## config.mk

```make
export PLATFORM = sky130hd
export DESIGN_NAME = dmem_arbiter
export DESIGN_NICKNAME = d
export VERILOG_FILES = /design/src/rtl/dmem_pkg.sv /design/src/rtl/mem_lane_fmt.sv /design/src/rtl/dmem_arbiter.sv
export SDC_FILE = /design/constraint.sdc
export NUM_CORES = 1
export LEC_CHECK = 0
export CORE_AREA = 2 2 101 103
export CTS_CLUSTER_DIAMETER = 50
export DETAILED_ROUTE_END_ITERATION = 8
export DIE_AREA = 0 0 103 105
export DONT_BUFFER_PORTS = 1
export PLACE_DENSITY = 0.71
export SYNTH_ARGS = -nofsm -noshare
export SYNTH_HDL_FRONTEND = slang
export SYNTH_HIERARCHICAL = 1
export SYNTH_SLANG_ARGS = --single-unit
```

## constraint.sdc

```tcl
create_clock -name clock -period 2.67 [get_ports clock]
set_input_delay 0.267 -clock clock [delete_from_list [all_inputs] [get_ports clock]]
set_output_delay 0.267 -clock clock [all_outputs]
set_load 0.005 [all_outputs]
```

## src/rtl/dmem_pkg.sv

```systemverilog
// Shared encodings for the data-RAM arbiter: access sizes, FSM states, port ids
// and the alignment rule used on latched commands.
package dmem_pkg;

  localparam logic [1:0] SZ_BYTE = 2'b00;
  localparam logic [1:0] SZ_HALF = 2'b01;
  localparam logic [1:0] SZ_WORD = 2'b10;

  localparam int PORT_CPU = 0;
  localparam int PORT_DBG = 1;

  typedef enum logic [1:0] {
    S_IDLE      = 2'd0,
    S_ISSUE     = 2'd1,
    S_READ_WAIT = 2'd2
  } dmem_state_e;

  // Size 2'b11 has no legal encoding, so it is always reported as misaligned.
  function automatic logic is_misaligned(input logic [1:0] size, input logic [1:0] off);
    logic bad;
    case (size)
      SZ_BYTE: bad = 1'b0;
      SZ_HALF: bad = off[0];
      SZ_WORD: bad = (off != 2'b00);
      default: bad = 1'b1;
    endcase
    return bad;
  endfunction

endpackage

```

## src/rtl/mem_lane_fmt.sv

```systemverilog
// Combinational byte-lane formatter: store enables/replicated data and
// load extraction with sign or zero extension.
module mem_lane_fmt
  import dmem_pkg::*;
(
  input  logic [1:0]  size_i,
  input  logic        uns_i,
  input  logic [1:0]  off_i,
  input  logic [31:0] wdata_i,
  input  logic [31:0] ram_dout_i,
  output logic [3:0]  wea_o,
  output logic [31:0] din_o,
  output logic [31:0] rdata_o
);

  logic [7:0]  byte_v;
  logic [15:0] half_v;

  always_comb begin
    wea_o   = 4'b0000;
    din_o   = wdata_i;
    rdata_o = ram_dout_i;
    byte_v  = ram_dout_i[{off_i, 3'b000} +: 8];
    half_v  = off_i[1] ? ram_dout_i[31:16] : ram_dout_i[15:0];
    case (size_i)
      SZ_BYTE: begin
        wea_o   = 4'b0001 << off_i;
        din_o   = {4{wdata_i[7:0]}};
        rdata_o = {{24{~uns_i & byte_v[7]}}, byte_v};
      end
      SZ_HALF: begin
        wea_o   = 4'b0011 << off_i;
        din_o   = {2{wdata_i[15:0]}};
        rdata_o = {{16{~uns_i & half_v[15]}}, half_v};
      end
      SZ_WORD: begin
        wea_o   = 4'b1111;
      end
      default: begin
        wea_o   = 4'b0000;
      end
    endcase
  end

endmodule

```

## src/rtl/dmem_arbiter.sv

```systemverilog
// Two-port arbiter in front of the single-port data RAM: grants one command,
// issues it for one cycle, and for loads waits one cycle for RAM read data.
module dmem_arbiter
  import dmem_pkg::*;
#(
  parameter int ADDR_W = 14,
  parameter int RR_EN  = 1
) (
  input  logic              clock,
  input  logic              reset,
  input  logic [1:0]        req_i,
  input  logic [1:0]        we_i,
  input  logic [1:0]        size0_i,
  input  logic [1:0]        size1_i,
  input  logic              uns0_i,
  input  logic              uns1_i,
  input  logic [31:0]       addr0_i,
  input  logic [31:0]       addr1_i,
  input  logic [31:0]       wdata0_i,
  input  logic [31:0]       wdata1_i,
  output logic [1:0]        gnt_o,
  output logic [1:0]        done_o,
  output logic [1:0]        err_o,
  output logic [31:0]       rdata_o,
  output logic [3:0]        ram_wea,
  output logic [ADDR_W-1:0] ram_addr,
  output logic [31:0]       ram_din,
  input  logic [31:0]       ram_dout,
  output dmem_state_e       state_o
);

  // Handshake: a requester holds req_i[p] with stable command fields until
  // gnt_o[p] pulses; the command is latched on that edge, and exactly one of
  // done_o[p] / err_o[p] pulses later for it unless reset intervenes.

  dmem_state_e        state_q, state_d;
  logic               last_q, last_d;
  logic               port_q, port_d;
  logic               we_q, we_d;
  logic [1:0]         size_q, size_d;
  logic               uns_q, uns_d;
  logic [ADDR_W+1:0]  addr_q, addr_d;
  logic [31:0]        wdata_q, wdata_d;
  logic [31:0]        rdata_q, rdata_d;
  logic               win;
  logic [1:0]         port_mask;
  logic [3:0]         fmt_wea;
  logic [31:0]        fmt_rdata;
  logic               unused_addr_bits;

  assign unused_addr_bits = ^{addr0_i[31:ADDR_W+2], addr1_i[31:ADDR_W+2]};
  assign port_mask = port_q ? 2'b10 : 2'b01;
  assign ram_addr  = addr_q[ADDR_W+1:2];
  assign state_o   = state_q;

  mem_lane_fmt u_fmt (
    .size_i     (size_q),
    .uns_i      (uns_q),
    .off_i      (addr_q[1:0]),
    .wdata_i    (wdata_q),
    .ram_dout_i (ram_dout),
    .wea_o      (fmt_wea),
    .din_o      (ram_din),
    .rdata_o    (fmt_rdata)
  );

  always_comb begin
    state_d = state_q;
    last_d  = last_q;
    port_d  = port_q;
    we_d    = we_q;
    size_d  = size_q;
    uns_d   = uns_q;
    addr_d  = addr_q;
    wdata_d = wdata_q;
    rdata_d = rdata_q;
    win     = 1'b0;
    gnt_o   = 2'b00;
    done_o  = 2'b00;
    err_o   = 2'b00;
    ram_wea = 4'b0000;
    case (state_q)
      S_IDLE: begin
        if (req_i != 2'b00) begin
          // On a tie, round-robin favours the port not granted last.
          if (req_i == 2'b11) win = (RR_EN != 0) ? ~last_q : 1'b0;
          else                win = req_i[1];
          gnt_o   = win ? 2'b10 : 2'b01;
          last_d  = win;
          port_d  = win;
          we_d    = we_i[win];
          size_d  = win ? size1_i : size0_i;
          uns_d   = win ? uns1_i : uns0_i;
          addr_d  = win ? addr1_i[ADDR_W+1:0] : addr0_i[ADDR_W+1:0];
          wdata_d = win ? wdata1_i : wdata0_i;
          state_d = S_ISSUE;
        end
      end
      S_ISSUE: begin
        if (is_misaligned(size_q, addr_q[1:0])) begin
          err_o   = port_mask;
          state_d = S_IDLE;
        end else if (we_q) begin
          ram_wea = fmt_wea;
          done_o  = port_mask;
          state_d = S_IDLE;
        end else begin
          state_d = S_READ_WAIT;
        end
      end
      S_READ_WAIT: begin
        done_o  = port_mask;
        rdata_d = fmt_rdata;
        state_d = S_IDLE;
      end
      default: state_d = S_IDLE;
    endcase
    // Reset aborts whatever is in flight, including a write being issued.
    if (reset) begin
      gnt_o   = 2'b00;
      done_o  = 2'b00;
      err_o   = 2'b00;
      ram_wea = 4'b0000;
    end
    rdata_o = rdata_q;
    if (state_q == S_READ_WAIT && !reset) rdata_o = fmt_rdata;
  end

  always_ff @(posedge clock) begin
    if (reset) begin
      state_q <= S_IDLE;
      last_q  <= 1'b1;
      port_q  <= 1'b0;
      we_q    <= 1'b0;
      size_q  <= SZ_BYTE;
      uns_q   <= 1'b0;
      addr_q  <= '0;
      wdata_q <= '0;
      rdata_q <= '0;
    end else begin
      state_q <= state_d;
      last_q  <= last_d;
      port_q  <= port_d;
      we_q    <= we_d;
      size_q  <= size_d;
      uns_q   <= uns_d;
      addr_q  <= addr_d;
      wdata_q <= wdata_d;
      rdata_q <= rdata_d;
    end
  end

endmodule

```

==> run summary, run 1 <==
Pre-CTS WS - 313.8 ps
Initial core utilization - 55.76%
EDFF count, synth - 0
First-pass GRT wire length - 22330 µm
TritonCTS Buffers - 9
Hold Startpoint - reset
Post-layout minimum cycle time - 2508 ps
Die X - 103 µm
Area leader, netlist - dfxtp_1
Max-Cap Viols - 0
Metal-1 WL - 5821 µm
Ys async rst share - 0%
Average wire per standard cell - 20.48 µm
Critical Path Sink Type - primary output
Final Skew - 18.20 ps
Crit share post-route - 93.95%
Met2 wirelength from detailed routing - 7369 µm
Reg2Reg Depth - 5
Syn nets - 816
Hold Path Depth - 1
Final net count - 765
Worst Tran Pin Value - 908.6 ps
Relative slew margins - 39.20%
Hold Crit Class - in2reg
Pin count of the biggest net entering global routing - 71
IO buf count - 0
Ratio of cells with drive above 1 in the final layout - 15.29%
All-Layer GR Usage - 26.19%
Uppermost routed layer - met5
Vias per inst - 6.309
CP Data Arrival Time - 2240 ps
Slowest cell on the critical path - mux4_2
Synth top area cells - dfxtp_1, mux2_2, nand2_1, mux2i_1, a311oi_1
Sum of net half-perimeters after detailed placement - 10740 µm
Die area - 10820 µm²
DRT iter0 DRCs - 236
Clk slew on worst S/H paths - 110 ps
R2R Path End - size_q[0]
TritonCTS clock tree - done
Hold Vio Cnt, Final - 0
DRC viols - 0
Routed wl met3 - 1488 µm
Setup CP Type - reg2out
Setup Total Neg Slack - 0 ps
DRT Pass-1 Iters - 5
Register area share after synthesis - 32.77%
Gpl congestion - 0.8843
Commonest cells post-synth - nand2_1, dfxtp_1, nor2_1
WL final - 14910 µm
Grt ovf - 0
Final WS setup - 161.6 ps
Critical path required time - 2400 ps
Synth top area share - 32.77%
WHS Endpoint - last_q
Primary FF master, synth - dfxtp_1
# IOs - 262
Reg-to-reg slack, setup - 430 ps
Distinct cells, synth - 44
Post-DRT Antenna Nets - 0
Max FO, Critical Path - 9
H-tree depth - 3
Inst Count DP - 708
Number of fill cells in the layout - 926
Synth Instances - 641
Clock latency on the worst-skew pair - 360 ps
Antenna violations before repair - 1
Setup crit start kind - register
Reg-to-reg critical path startpoint - state_o[0]
Ant. Diodes - 0
#FFs+latches synth - 88
PwrDens - 666.8 nW/µm²
Post-Layout Inst Area - 5492 µm²
Post-Syn Area - 5375 µm²
RSZ-0062 raised after global routing - false
CTS Buffer Depth - 2
CP max stage delay - 520 ps
Static Leak - 2.182 nW
Most numerous cell in the Yosys netlist - nand2_1
Synthesis Warnings - 6
Final cell count without fillers - 728
Vias in the first global route - 4318
Area after DPL - 5201 µm²
Root Buffer - clkbuf_8
Max Clock Freq - 0.3987 GHz
Status - finished clean
Setup violators final - 0
Post-layout util - 56.97%
Max-slew violations - 0
Die Ht - 105 µm
Maximum VDD drop - 438.0 µV
Num rows - 36
Via count - 4593
Syn avg cell area - 8.386 µm²
Critical path cell sequence - mux4_2 > and3b_2 > nor2_4 > buf_4 > nand2_1 > mux2_1
Core area - 9639 µm²
Area grow syn2layout - 2.165%
CTS sink cnt - 88
-- layout make-up --
type / count / area (µm²) / share of cell area (%)
clock buffers: 9 / 123.9 / 2.256
multi-input cells: 459 / 3099 / 56.44
clock inverters: 7 / 100.1 / 1.823
inverters: 13 / 48.80 / 0.8886
flip-flops and latches: 88 / 1763 / 32.10
well taps: 133 / 166.4 / 3.030
repair buffers: 19 / 190.2 / 3.463
-- how the worst max path moves through the flow --
stage,cells past startpoint,startpoint,end,slack (ps)
3_3_place_gp,5,addr_q[1],rdata_o[27],400
6_report,6,addr_q[1],rdata_o[20],160
4_1_cts,6,addr_q[1],rdata_o[20],100
3_5_place_dp,5,addr_q[1],rdata_o[27],310
2_1_floorplan,8,addr_q[1],rdata_o[20],490
5_1_grt,7,addr_q[1],rdata_o[7],0.7
-- per-stage QoR --
step / hold WS [ps] / power, W
2_1_floorplan: 399.3 / 0.002443
3_3_place_gp: 347.3 / 0.002532
3_5_place_dp: 345.8 / 0.002568
4_1_cts: 0.5161 / 0.003669
5_1_grt: 11.86 / 0.003854
6_report: 21.74 / 0.003662
-- where the power goes --
part | switching [W] | internal [W] | total (W)
Clock | 0.000531 | 0.000540 | 0.00107
Combinational | 0.000585 | 0.000435 | 0.00102
Sequential | 0.000121 | 0.00145 | 0.00157
Total | 0.00124 | 0.00242 | 0.00366
-- kinds of logic (layout without fill, tap and decap cells) --
kind of cell	after synthesis	in the layout	share of synthesized area, %
flip-flops	88	88	32.77
multiplexers	92	92	18.48
AND/OR/NAND/NOR	250	250	21.02
AO/OA/AOI/OAI	114	114	17.32
adder cells (fa/ha/maj)	3	3	0.6984
buffers and inverters	94	48	9.707
-- placed cells by master, fill, tap and decap left out, types with 2 or more instances in the layout --
cell type and instances:
nand2_1 124, a221o_1 31, a311oi_1 37, nor2_2 2, clkbuf_8 9, ha_1 2, nor4b_1 5, bufinv_16 2
a21oi_1 10, and2_1 2, nand3b_1 2, dfxtp_1 87, o2bb2ai_1 7, nor4bb_1 8, nor2_1 75, nand2b_1 4
mux2_1 3, and3_1 16, mux2_2 45, buf_4 15, inv_1 13, inv_6 4, buf_12 2, nor3_1 2
nor2b_1 3, o21ai_0 20, mux2i_1 43
-- critical path, delay by kind of cell (launching register included) --
| family | cells | cell delay (ps) |
|---|---|---|
| flops | 1 | 370 |
| simple gates | 3 | 510 |
| buf+inv | 1 | 160 |
| mux | 2 | 840 |
-- metal layers --
layer,GRT usage [%],up-vias
met5,0,-
met2,43.69,241
met4,8.177,2
met1,32.45,2160
li1,-,2169
met3,7.090,21
-- sequential cells by signal, summed over array words and instances (netlist names) --
name / cells
addr_q: 16
last_q: 1
port_q: 1
rdata_q: 32
size_q: 2
state_o: 2
uns_q: 1
wdata_q: 32
we_q: 1
-- what timing repair did --
item,in CTS,in global routing
pin swaps,1,0
endpoints found under the hold margin,70,1
gates resized for setup,0,1
setup buffers,2,0
endpoints found under the setup margin,14,2
hold buffers,1,1
No activity file was read; power rests on OpenSTA's default activity.
==> inputs of run 2 (changes only) <==
- CORE_AREA: 2 2 101 103 -> 2 2 100 102
- DIE_AREA: 0 0 103 105 -> 0 0 102 104
- SYNTH_HIERARCHICAL: 1 -> unset
==> run 2 against run 1 <==
Compared with the run above:
- highest routed layer is now met4
- power increased by 1.6%
- non-clock buffer count decreased by 5
- largest power group unchanged
- sequential share of layout area rose by 0.43 points
- critical endpoint is now rdata_o[23]
==> run summary, run 2 <==
Status - finished clean
Distinct cells, synth - 48
PwrDens - 686.7 nW/µm²
Post CTS Setup Buffer Count - 0
Setup Total Neg Slack - 0 ps
Post-Layout Inst Area - 5419 µm²
GR Layer Usage met1 - 32.55%
CTS Buffer Depth - 2
First-pass GRT wire length - 21320 µm
Root Buffer - clkbuf_8
Slowest cell on the critical path - dfxtp_1
Post-Syn Area - 5288 µm²
Clock latency on the worst-skew pair - 360 ps
Most numerous cell in the Yosys netlist - nor2_1
Gpl congestion - 0.8500
Syn avg cell area - 8.584 µm²
Final Skew - 8.354 ps
Relative slew margins - 47.30%
Hold Crit Class - in2reg
DRT Pass-1 Iters - 7
Synthesis Warnings - 0
Pre-CTS WS - 566.0 ps
TritonCTS Buffers - 9
CTS sink cnt - 88
Setup CP Type - reg2out
CP Data Arrival Time - 2260 ps
Grt ovf - 0
Critical path cell sequence - mux2i_2 > a211oi_2 > nand2_2 > a31oi_1
Commonest non-fill, non-tap cells in the layout - nor2_1, dfxtp_1, mux2i_1, a211oi_1, nand2_1
Hold Vio Cnt, Final - 0
Die Ht - 104 µm
Gr busiest metal - met2
Top flop regs - rdata_q x32, wdata_q x32, addr_q x16
Primary FF master, synth - dfxtp_1
Average wire per standard cell - 19.88 µm
IO buf count - 0
Max-Cap Viols - 0
Vias in the first global route - 4020
RSZ-0062 raised after global routing - false
Maximum VDD drop - 328.6 µV
Antenna violations before repair - 0
DRC viols - 0
CP max stage delay - 570 ps
Power, Total - 0.003721 W
DRT iter0 DRCs - 269
Final net count - 734
Critical Path Sink Type - primary output
Most common cell after layout, fill and taps aside - nor2_1
Num rows - 36
GR met2 Demand/Resource - 41.07%
Syn nets - 791
Die area - 10610 µm²
Hold WS - 47.36 ps
Clk slew on worst S/H paths - 90 ps
Max-slew violations - 0
#FFs+latches synth - 88
EDFF count, synth - 0
Setup crit start kind - register
Commonest cells post-synth - nor2_1, dfxtp_1, mux2i_1
Synth top area cells - dfxtp_1, mux2i_1, a211oi_1, nor2_1, buf_4
Synth top area share - 33.32%
Vias per inst - 6.323
Initial core utilization - 55.37%
Setup violators final - 0
Post-DRT Antenna Nets - 0
Critical path required time - 2400 ps
All-Layer GR Usage - 25.43%
Pin count of the biggest net entering global routing - 89
Final WS setup - 146.2 ps
Ant. Diodes - 0
Max FO, Critical Path - 28
Max Clock Freq - 0.3962 GHz
Static Leak - 1.935 nW
TritonCTS clock tree - done
Sum of net half-perimeters after detailed placement - 10040 µm
Grt met3 use - 5.376%
Area after DPL - 5135 µm²
Area grow syn2layout - 2.485%
Post-layout minimum cycle time - 2524 ps
Synth Instances - 616
Register area share after synthesis - 33.32%
H-tree depth - 3
Via count - 4407
# IOs - 262
Worst Tran Pin Value - 790.5 ps
Area leader, netlist - dfxtp_1
Ys async rst share - 0%
Crit share post-route - 94.52%
Die X - 102 µm
WL final - 13860 µm
Core area - 9549 µm²
Ratio of cells with drive above 1 in the final layout - 13.12%
## run 2: changes by cell type in the layout (fill, tap and decap cells not counted), moves of 8 or more
cell	previous run	this run
a22o_1	0	19
a311oi_1	37	2
and3_1	16	0
a311oi_2	0	14
a31oi_1	0	17
a32o_1	0	8
nor2_1	75	100
a221o_1	31	1
mux2_2	45	16
a211oi_1	0	51
a22oi_1	1	10
nand2_1	124	39
mux2i_1	43	60
## run 2: worst max-delay path: cells and delay by family (launching register included)
| kind | cells | cell delay [ps] |
|---|---|---|
| and+or+nand+nor | 1 | 380 |
| AOI/OAI and AO/OA | 2 | 750 |
| muxes | 1 | 180 |
| DFF | 1 | 570 |
## run 2: what timing repair did
| action | in CTS | in global routing |
|---|---|---|
| endpoints found under the setup margin | 0 | 1 |
| endpoints found under the hold margin | 78 | 0 |
| gates resized for setup | 0 | 1 |
| hold buffers | 1 | 0 |
## run 2: cell type report
type / instances / area [µm²]
clock buffers: 11 / 151.4
clock inverters: 5 / 102.6
fillers: 881 / 4130
inverters: 12 / 45.04
multi-input cells: 434 / 3053
flip-flops and latches: 88 / 1763
well taps: 133 / 166.4
repair buffers: 14 / 137.6
## run 2: cell families (layout without fill, tap and decap cells)
group	count (synthesis)	count (layout)	share of synthesized area (%)
AOI/OAI and AO/OA	181	181	27.47
and+or+nand+nor	173	173	14.03
buffers and inverters	94	42	9.442
DFF	88	88	33.32
muxes	77	77	15.03
adders and majority gates	3	3	0.7100
## run 2: routing by layer
| metal | vias up | wire (µm) | part of all wire [%] |
|---|---|---|---|
| met5 | - | 0 | 0 |
| met4 | 0 | 334 | 2.4 |
| met3 | 23 | 1047 | 7.6 |
| met2 | 198 | 6835 | 49 |
| met1 | 2038 | 5638 | 41 |
| li1 | 2148 | - | - |
## run 2: worst paths after layout
kind / cells past startpoint / startpoint / slack [ps] / to
worst max-delay path: 4 / addr_q[1] / 150 / rdata_o[23]
worst min-delay path: 1 / req_i[1] / 50 / last_q
worst max register to register: 5 / addr_q[1] / 570 / rdata_q[19]
worst min register to register: 2 / rdata_q[7] / 460 / rdata_q[7]
## run 2: stage by stage
stage	utilization (%)	cells
finish	56.75	697
global route	56.75	697
CTS	56.72	697
detailed placement	53.77	680
global placement	53.77	680
floorplan	-	616
## run 2: where the power goes
| group | internal [W] | total (W) | switching [W] |
|---|---|---|---|
| logic | 0.000396 | 0.000982 | 0.000586 |
| clock network | 0.000671 | 0.00115 | 0.000479 |
| registers | 0.00146 | 0.00159 | 0.000131 |
==> inputs of run 3 (changes only) <==
- SLEW_MARGIN: unset -> 5
==> results of run 3 <==
The final DEF is identical to that of run 2; final timing and power are the same.
